$ cat src/rtl/key_tone_pkg.sv
// Shared state encoding and 50 MHz half-period table for the key tone arbiter.
// Pure declarations: no latency, no flow control.
package key_tone_pkg;

  typedef enum logic [1:0] {
    IDLE = 2'd0,
    LOAD = 2'd1,
    PLAY = 2'd2,
    GAP  = 2'd3
  } state_t;

  localparam int TABLE_SIZE = 8;

  // C4, D4, E4, F4, G4, A4, B4, C5 in clk cycles per half wave
  localparam logic [31:0] HALF_PERIOD [TABLE_SIZE] = '{
    32'd95556, 32'd85132, 32'd75844, 32'd71586,
    32'd63776, 32'd56818, 32'd50620, 32'd47778
  };

endpackage

$ cat src/rtl/tone_gen.sv
// Square-wave generator: reload counter toggles speaker every half_period clocks while run=1.
// First rise half_period clocks after load; no flow control, run=0 forces speaker low next clock.
module tone_gen #(
  parameter int CNT_W = 32
) (
  input  logic             clk,
  input  logic             rst,
  input  logic             load,
  input  logic             run,
  input  logic [CNT_W-1:0] half_period,
  output logic             speaker
);

  localparam logic [CNT_W-1:0] ONE = CNT_W'(1);

  logic [CNT_W-1:0] cnt;

  always_ff @(posedge clk or negedge rst) begin
    if (!rst) begin
      cnt     <= '0;
      speaker <= 1'b0;
    end else if (load) begin
      cnt     <= half_period - ONE;
      speaker <= 1'b0;
    end else if (run) begin
      if (cnt == '0) begin
        cnt     <= half_period - ONE;
        speaker <= ~speaker;
      end else begin
        cnt <= cnt - ONE;
      end
    end else begin
      speaker <= 1'b0;
    end
  end

endmodule

$ cat src/rtl/key_tone_arbiter.sv
// Debounces light-sensor keys and grants one shared tone generator, lowest index wins, no preemption.
// Raw press to key_valid is 2+DEBOUNCE_CYC+2 clocks; release costs GAP_CYC silent clocks before re-arbitration.
module key_tone_arbiter
  import key_tone_pkg::*;
#(
  parameter int NUM_KEYS     = 8,
  parameter int DEBOUNCE_CYC = 3,
  parameter int GAP_CYC      = 2,
  parameter int CNT_W        = 32
) (
  input  logic                        clk,
  input  logic                        rst,
  input  logic [NUM_KEYS-1:0]         key_in,
  input  logic                        enable,
  output logic                        speaker,
  output logic                        key_valid,
  output logic [$clog2(NUM_KEYS)-1:0] active_key
);

  localparam int IDX_W = $clog2(NUM_KEYS);
  localparam int DB_W  = $clog2(DEBOUNCE_CYC + 1);
  localparam int GAP_W = $clog2(GAP_CYC + 1);

  logic [NUM_KEYS-1:0] debounced;
  logic [NUM_KEYS-1:0] req;

  for (genvar i = 0; i < NUM_KEYS; i++) begin : g_key
    logic            sync1, sync2;
    logic [DB_W-1:0] db_cnt;

    always_ff @(posedge clk or negedge rst) begin
      if (!rst) begin
        sync1        <= 1'b0;
        sync2        <= 1'b0;
        db_cnt       <= '0;
        debounced[i] <= 1'b0;
      end else begin
        sync1 <= key_in[i];
        sync2 <= sync1;
        if (sync2 != debounced[i]) begin
          if (db_cnt + DB_W'(1) == DB_W'(DEBOUNCE_CYC)) begin
            debounced[i] <= sync2;
            db_cnt       <= '0;
          end else begin
            db_cnt <= db_cnt + DB_W'(1);
          end
        end else begin
          db_cnt <= '0;
        end
      end
    end
  end

  assign req = debounced & {NUM_KEYS{enable}};

  state_t           state, state_nxt;
  logic [IDX_W-1:0] key_nxt, lowest;
  logic [GAP_W-1:0] gap_cnt, gap_nxt;
  logic             tone_load, tone_run;

  always_ff @(posedge clk or negedge rst) begin
    if (!rst) begin
      state      <= IDLE;
      active_key <= '0;
      gap_cnt    <= '0;
    end else begin
      state      <= state_nxt;
      active_key <= key_nxt;
      gap_cnt    <= gap_nxt;
    end
  end

  always_comb begin
    state_nxt = state;
    key_nxt   = active_key;
    gap_nxt   = gap_cnt;
    tone_load = 1'b0;
    tone_run  = 1'b0;
    lowest    = '0;
    for (int i = NUM_KEYS - 1; i >= 0; i--) begin
      if (req[i]) lowest = IDX_W'(i);
    end
    case (state)
      IDLE: begin
        if (|req) begin
          key_nxt   = lowest;
          state_nxt = LOAD;
        end
      end
      LOAD: begin
        tone_load = 1'b1;
        state_nxt = PLAY;
      end
      PLAY: begin
        // owner drop stops the tone on the same edge that enters GAP
        if (req[active_key]) begin
          tone_run = 1'b1;
        end else begin
          gap_nxt   = '0;
          state_nxt = GAP;
        end
      end
      GAP: begin
        if (gap_cnt == GAP_W'(GAP_CYC - 1)) begin
          gap_nxt   = '0;
          state_nxt = IDLE;
        end else begin
          gap_nxt = gap_cnt + GAP_W'(1);
        end
      end
      default: state_nxt = IDLE;
    endcase
  end

  assign key_valid = (state == PLAY);

  tone_gen #(
    .CNT_W(CNT_W)
  ) u_tone (
    .clk        (clk),
    .rst        (rst),
    .load       (tone_load),
    .run        (tone_run),
    .half_period(CNT_W'(HALF_PERIOD[active_key])),
    .speaker    (speaker)
  );

endmodule
$ cat config.mk
export PLATFORM = sky130hd
export DESIGN_NAME = key_tone_arbiter
export DESIGN_NICKNAME = d
export VERILOG_FILES = /design/src/rtl/key_tone_pkg.sv /design/src/rtl/tone_gen.sv /design/src/rtl/key_tone_arbiter.sv
export SDC_FILE = /design/constraint.sdc
export NUM_CORES = 1
export LEC_CHECK = 0
export ABC_AREA = 1
export BUFFER_PORTS_ARGS = -buffer_cell sky130_fd_sc_hd__buf_2
export CORE_MARGIN = 4
export CORE_UTILIZATION = 62
export DETAILED_ROUTE_END_ITERATION = 12
export PLACE_DENSITY = 0.8
export RECOVER_POWER = 50
export SLEW_MARGIN = 20
export SYNTH_ARGS = -nofsm -noshare
export SYNTH_HDL_FRONTEND = slang
export SYNTH_SLANG_ARGS = --single-unit
export TNS_END_PERCENT = 20
$ cat constraint.sdc
create_clock -name clk -period 2.56 [get_ports clk]
set_clock_uncertainty 0.05 [all_clocks]
set_input_delay 0.768 -clock clk [delete_from_list [all_inputs] [get_ports clk]]
set_output_delay 0.768 -clock clk [all_outputs]
set_load 0.01 [all_outputs]
==> results.json <==
{
  "status": "complete, no violations",
  "ctsRootBufferMaster": "clkbuf_8",
  "vias": 4282,
  "track_usage_pct": 26.80,
  "fin_total_pwr_uw": 6100,
  "cts.reportedPaths.clkPinSlew_ns": 0.09,
  "cp.required_ns": 1.74,
  "worstHoldStart": "g_key[3].sync1$_DFF_PN0_",
  "totalWireLength_um": 11370,
  "synth_top_area_share_pct": 41.82,
  "clkSinkCount": 80,
  "synthFlopType": "dfrtp_1",
  "die_h_um": 95.87,
  "yosys.area.top_type": "dfrtp_1",
  "fin_crit_ns": 2.103,
  "start_util_pct": 64.96,
  "diodes": 0,
  "cts_resized": 0,
  "report.final.setup_viol": 0,
  "crit_type": "register to output port",
  "grt_antenna_before_repair": 0,
  "dr.pass1.iters": 6,
  "path_max_fanout": 4,
  "yosys_warnings": 0,
  "ys_seq_area_share_pct": 41.82,
  "worst_slew_pin_slew_ns": 0.9890,
  "core_region_area_um2": 7370,
  "worst-r2r-setup-slack_ns": 0.46,
  "cts_setup_buffers": 0,
  "cts_tree": "yes",
  "ctsHoldBuffers": 0,
  "dieArea_um2": 9191,
  "ant_nets": 0,
  "synth_nets": 668,
  "die_w_um": 95.87,
  "r2r_cells": 9,
  "min_to": "g_key[3].sync2$_DFF_PN0_",
  "clk_latency_ns": 0.36,
  "maxCapViolCount": 0,
  "startpoint_type": "register",
  "grt_max_degree": 47,
  "yosysUniqueCellTypes": 35,
  "power.density_nw_per_um2": 1172,
  "avgRoutedWirePerCell_um": 14.73,
  "avgViaCountPerCell": 5.547,
  "slew_violations": 0,
  "syn_avg_cell_area_um2": 7.433,
  "layout_common_cells": "221 x nand2_1, 80 x nor2_1, 80 x dfrtp_1",
  "ys_async_sr_fraction_pct": 100.0,
  "tns_ns": 0,
  "final_common_cell": "nand2_1",
  "place_congestion": 0.9033,
  "drt_iter0_drc": 271,
  "first_global_vias": 4254,
  "whs_path_depth": 0,
  "cts_buffer_depth": 2,
  "syn2layout_area_growth_pct": 8.756,
  "r2r_end": "u_tone.cnt[7]$_DFFE_PN0P_",
  "max_freq_mhz": 475.6,
  "final_net_count": 692,
  "syn-instance-count": 644,
  "synth_seq_cells": 80,
  "synth_area_leaders": "dfrtp_1 42%, nand2_1 17%, nor2_1 6.3%",
  "grt_first_pass_wirelength_um": 19130,
  "grt-ovfl-total": 0,
  "end_kind": "output port",
  "timing.rr.start": "active_key[1]$_DFFE_PN0P_",
  "setup_ws_ns": 0.4572,
  "peakVddDrop_mv": 0.6992,
  "htreeDepth": 3,
  "cts_buffers": 9,
  "synth_edf_count": 0,
  "slew_headroom_pct": 34.07,
  "rsz0062_at_grt": "no",
  "hold_violations": 0,
  "dp_slack_ns": 0.1515,
  "drive_above_1_share_pct": 8.915,
  "finalCritPeriodShare_pct": 82.14,
  "io_pins": 16,
  "drc": 0,
  "hold_class": "register to register",
  "io_buffers": 15,
  "num_rows": 31,
  "leakage_uw": 0.002760,
  "cp_data_arrival_time_ns": 1.28,
  "hpwl_um": 8265,
  "synth_area_um2": 4787
}
## metrics by stage
step / util [%] / cells / hold slack [ns] / instance area [um2]
2_1_floorplan: - / 644 / 0.2812 / 4787
3_3_place_gp: 67.45 / 756 / 0.2833 / 4971
3_5_place_dp: 67.45 / 756 / 0.2863 / 4971
4_1_cts: 70.68 / 772 / 0.3072 / 5209
5_1_grt: 70.65 / 772 / 0.3111 / 5206
6_report: 70.65 / 772 / 0.3053 / 5206
## sequential cells by signal, indices dropped and copies added, names as in the netlist
signal	count
u_tone.cnt	32
g_key.db_cnt	16
debounced	8
g_key.sync1	8
g_key.sync2	8
active_key	3
gap_cnt	2
state	2
u_tone.speaker	1
## report_power, final
| group | internal [uW] | total [uW] | switching (uW) |
|---|---|---|---|
| clock network | 593 | 1100 | 504 |
| registers | 1630 | 2030 | 395 |
| logic | 1050 | 2970 | 1920 |
## worst max-delay path by stage
stage                                             to                       from  slack [ns]  cells after the start
after floorplan            u_tone.cnt[7]$_DFFE_PN0P_  active_key[0]$_DFFE_PN0P_        0.60                      9
after global placement    u_tone.cnt[19]$_DFFE_PN0P_                     enable        0.25                     12
after detailed placement  u_tone.cnt[23]$_DFFE_PN0P_                     enable        0.15                     12
after CTS                                  key_valid       state[0]$_DFFE_PN0P_        0.46                      3
after global routing       u_tone.cnt[2]$_DFFE_PN0P_       state[1]$_DFFE_PN0P_        0.23                      7
final                                      key_valid       state[0]$_DFFE_PN0P_        0.46                      3
## kinds of logic after synthesis
| logic type | count (synthesis) | share of synthesized area [%] |
|---|---|---|
| simple gates | 403 | 36.15 |
| flops | 80 | 41.82 |
| buf+inv | 71 | 6.665 |
| compound gates | 41 | 5.175 |
| xor+xnor | 28 | 5.123 |
| fa+ha+maj | 13 | 3.398 |
| mux | 8 | 1.673 |
## cells in the mapped netlist, types with 3 or more instances
cell type	count
nand2_1	221
dfrtp_1	80
nor2_1	80
inv_1	57
nand3_1	54
o21ai_0	26
nor3_1	17
xor2_1	16
ha_1	13
xnor2_1	12
mux2i_1	8
nand3b_1	8
nand4_1	5
buf_6	4
nand2_2	4
a21boi_0	3
a21oi_1	3
a31oi_1	3
nor2_2	3
o21ai_2	3
or2_2	3
## critical path, cell delays in order, from the launching register on
cell and delay [ns]:
dfrtp_1 0.42, inv_1 0.11, ha_1 0.24, buf_2 0.16
## final cells by class
| class | instances | area (um2) |
|---|---|---|
| Multi-Input combinational cell | 493 | 2466 |
| Fill cell | 625 | 2163 |
| Sequential cell | 80 | 2002 |
| Inverter | 61 | 229.0 |
| Timing Repair Buffer | 23 | 147.6 |
| Clock buffer | 10 | 137.6 |
| Tap cell | 99 | 123.9 |
| Clock inverter | 6 | 100.1 |
## routing by layer
| metal | share of wire [%] | global-route usage, % | up-vias |
|---|---|---|---|
| li1 | - | - | 2081 |
| met1 | 42 | 32.93 | 2048 |
| met2 | 51 | 46.67 | 123 |
| met3 | 4.6 | 3.987 | 30 |
| met4 | 2.3 | 11.73 | 0 |
| met5 | 0 | 0 | - |
(Power assumes the default switching activity.)
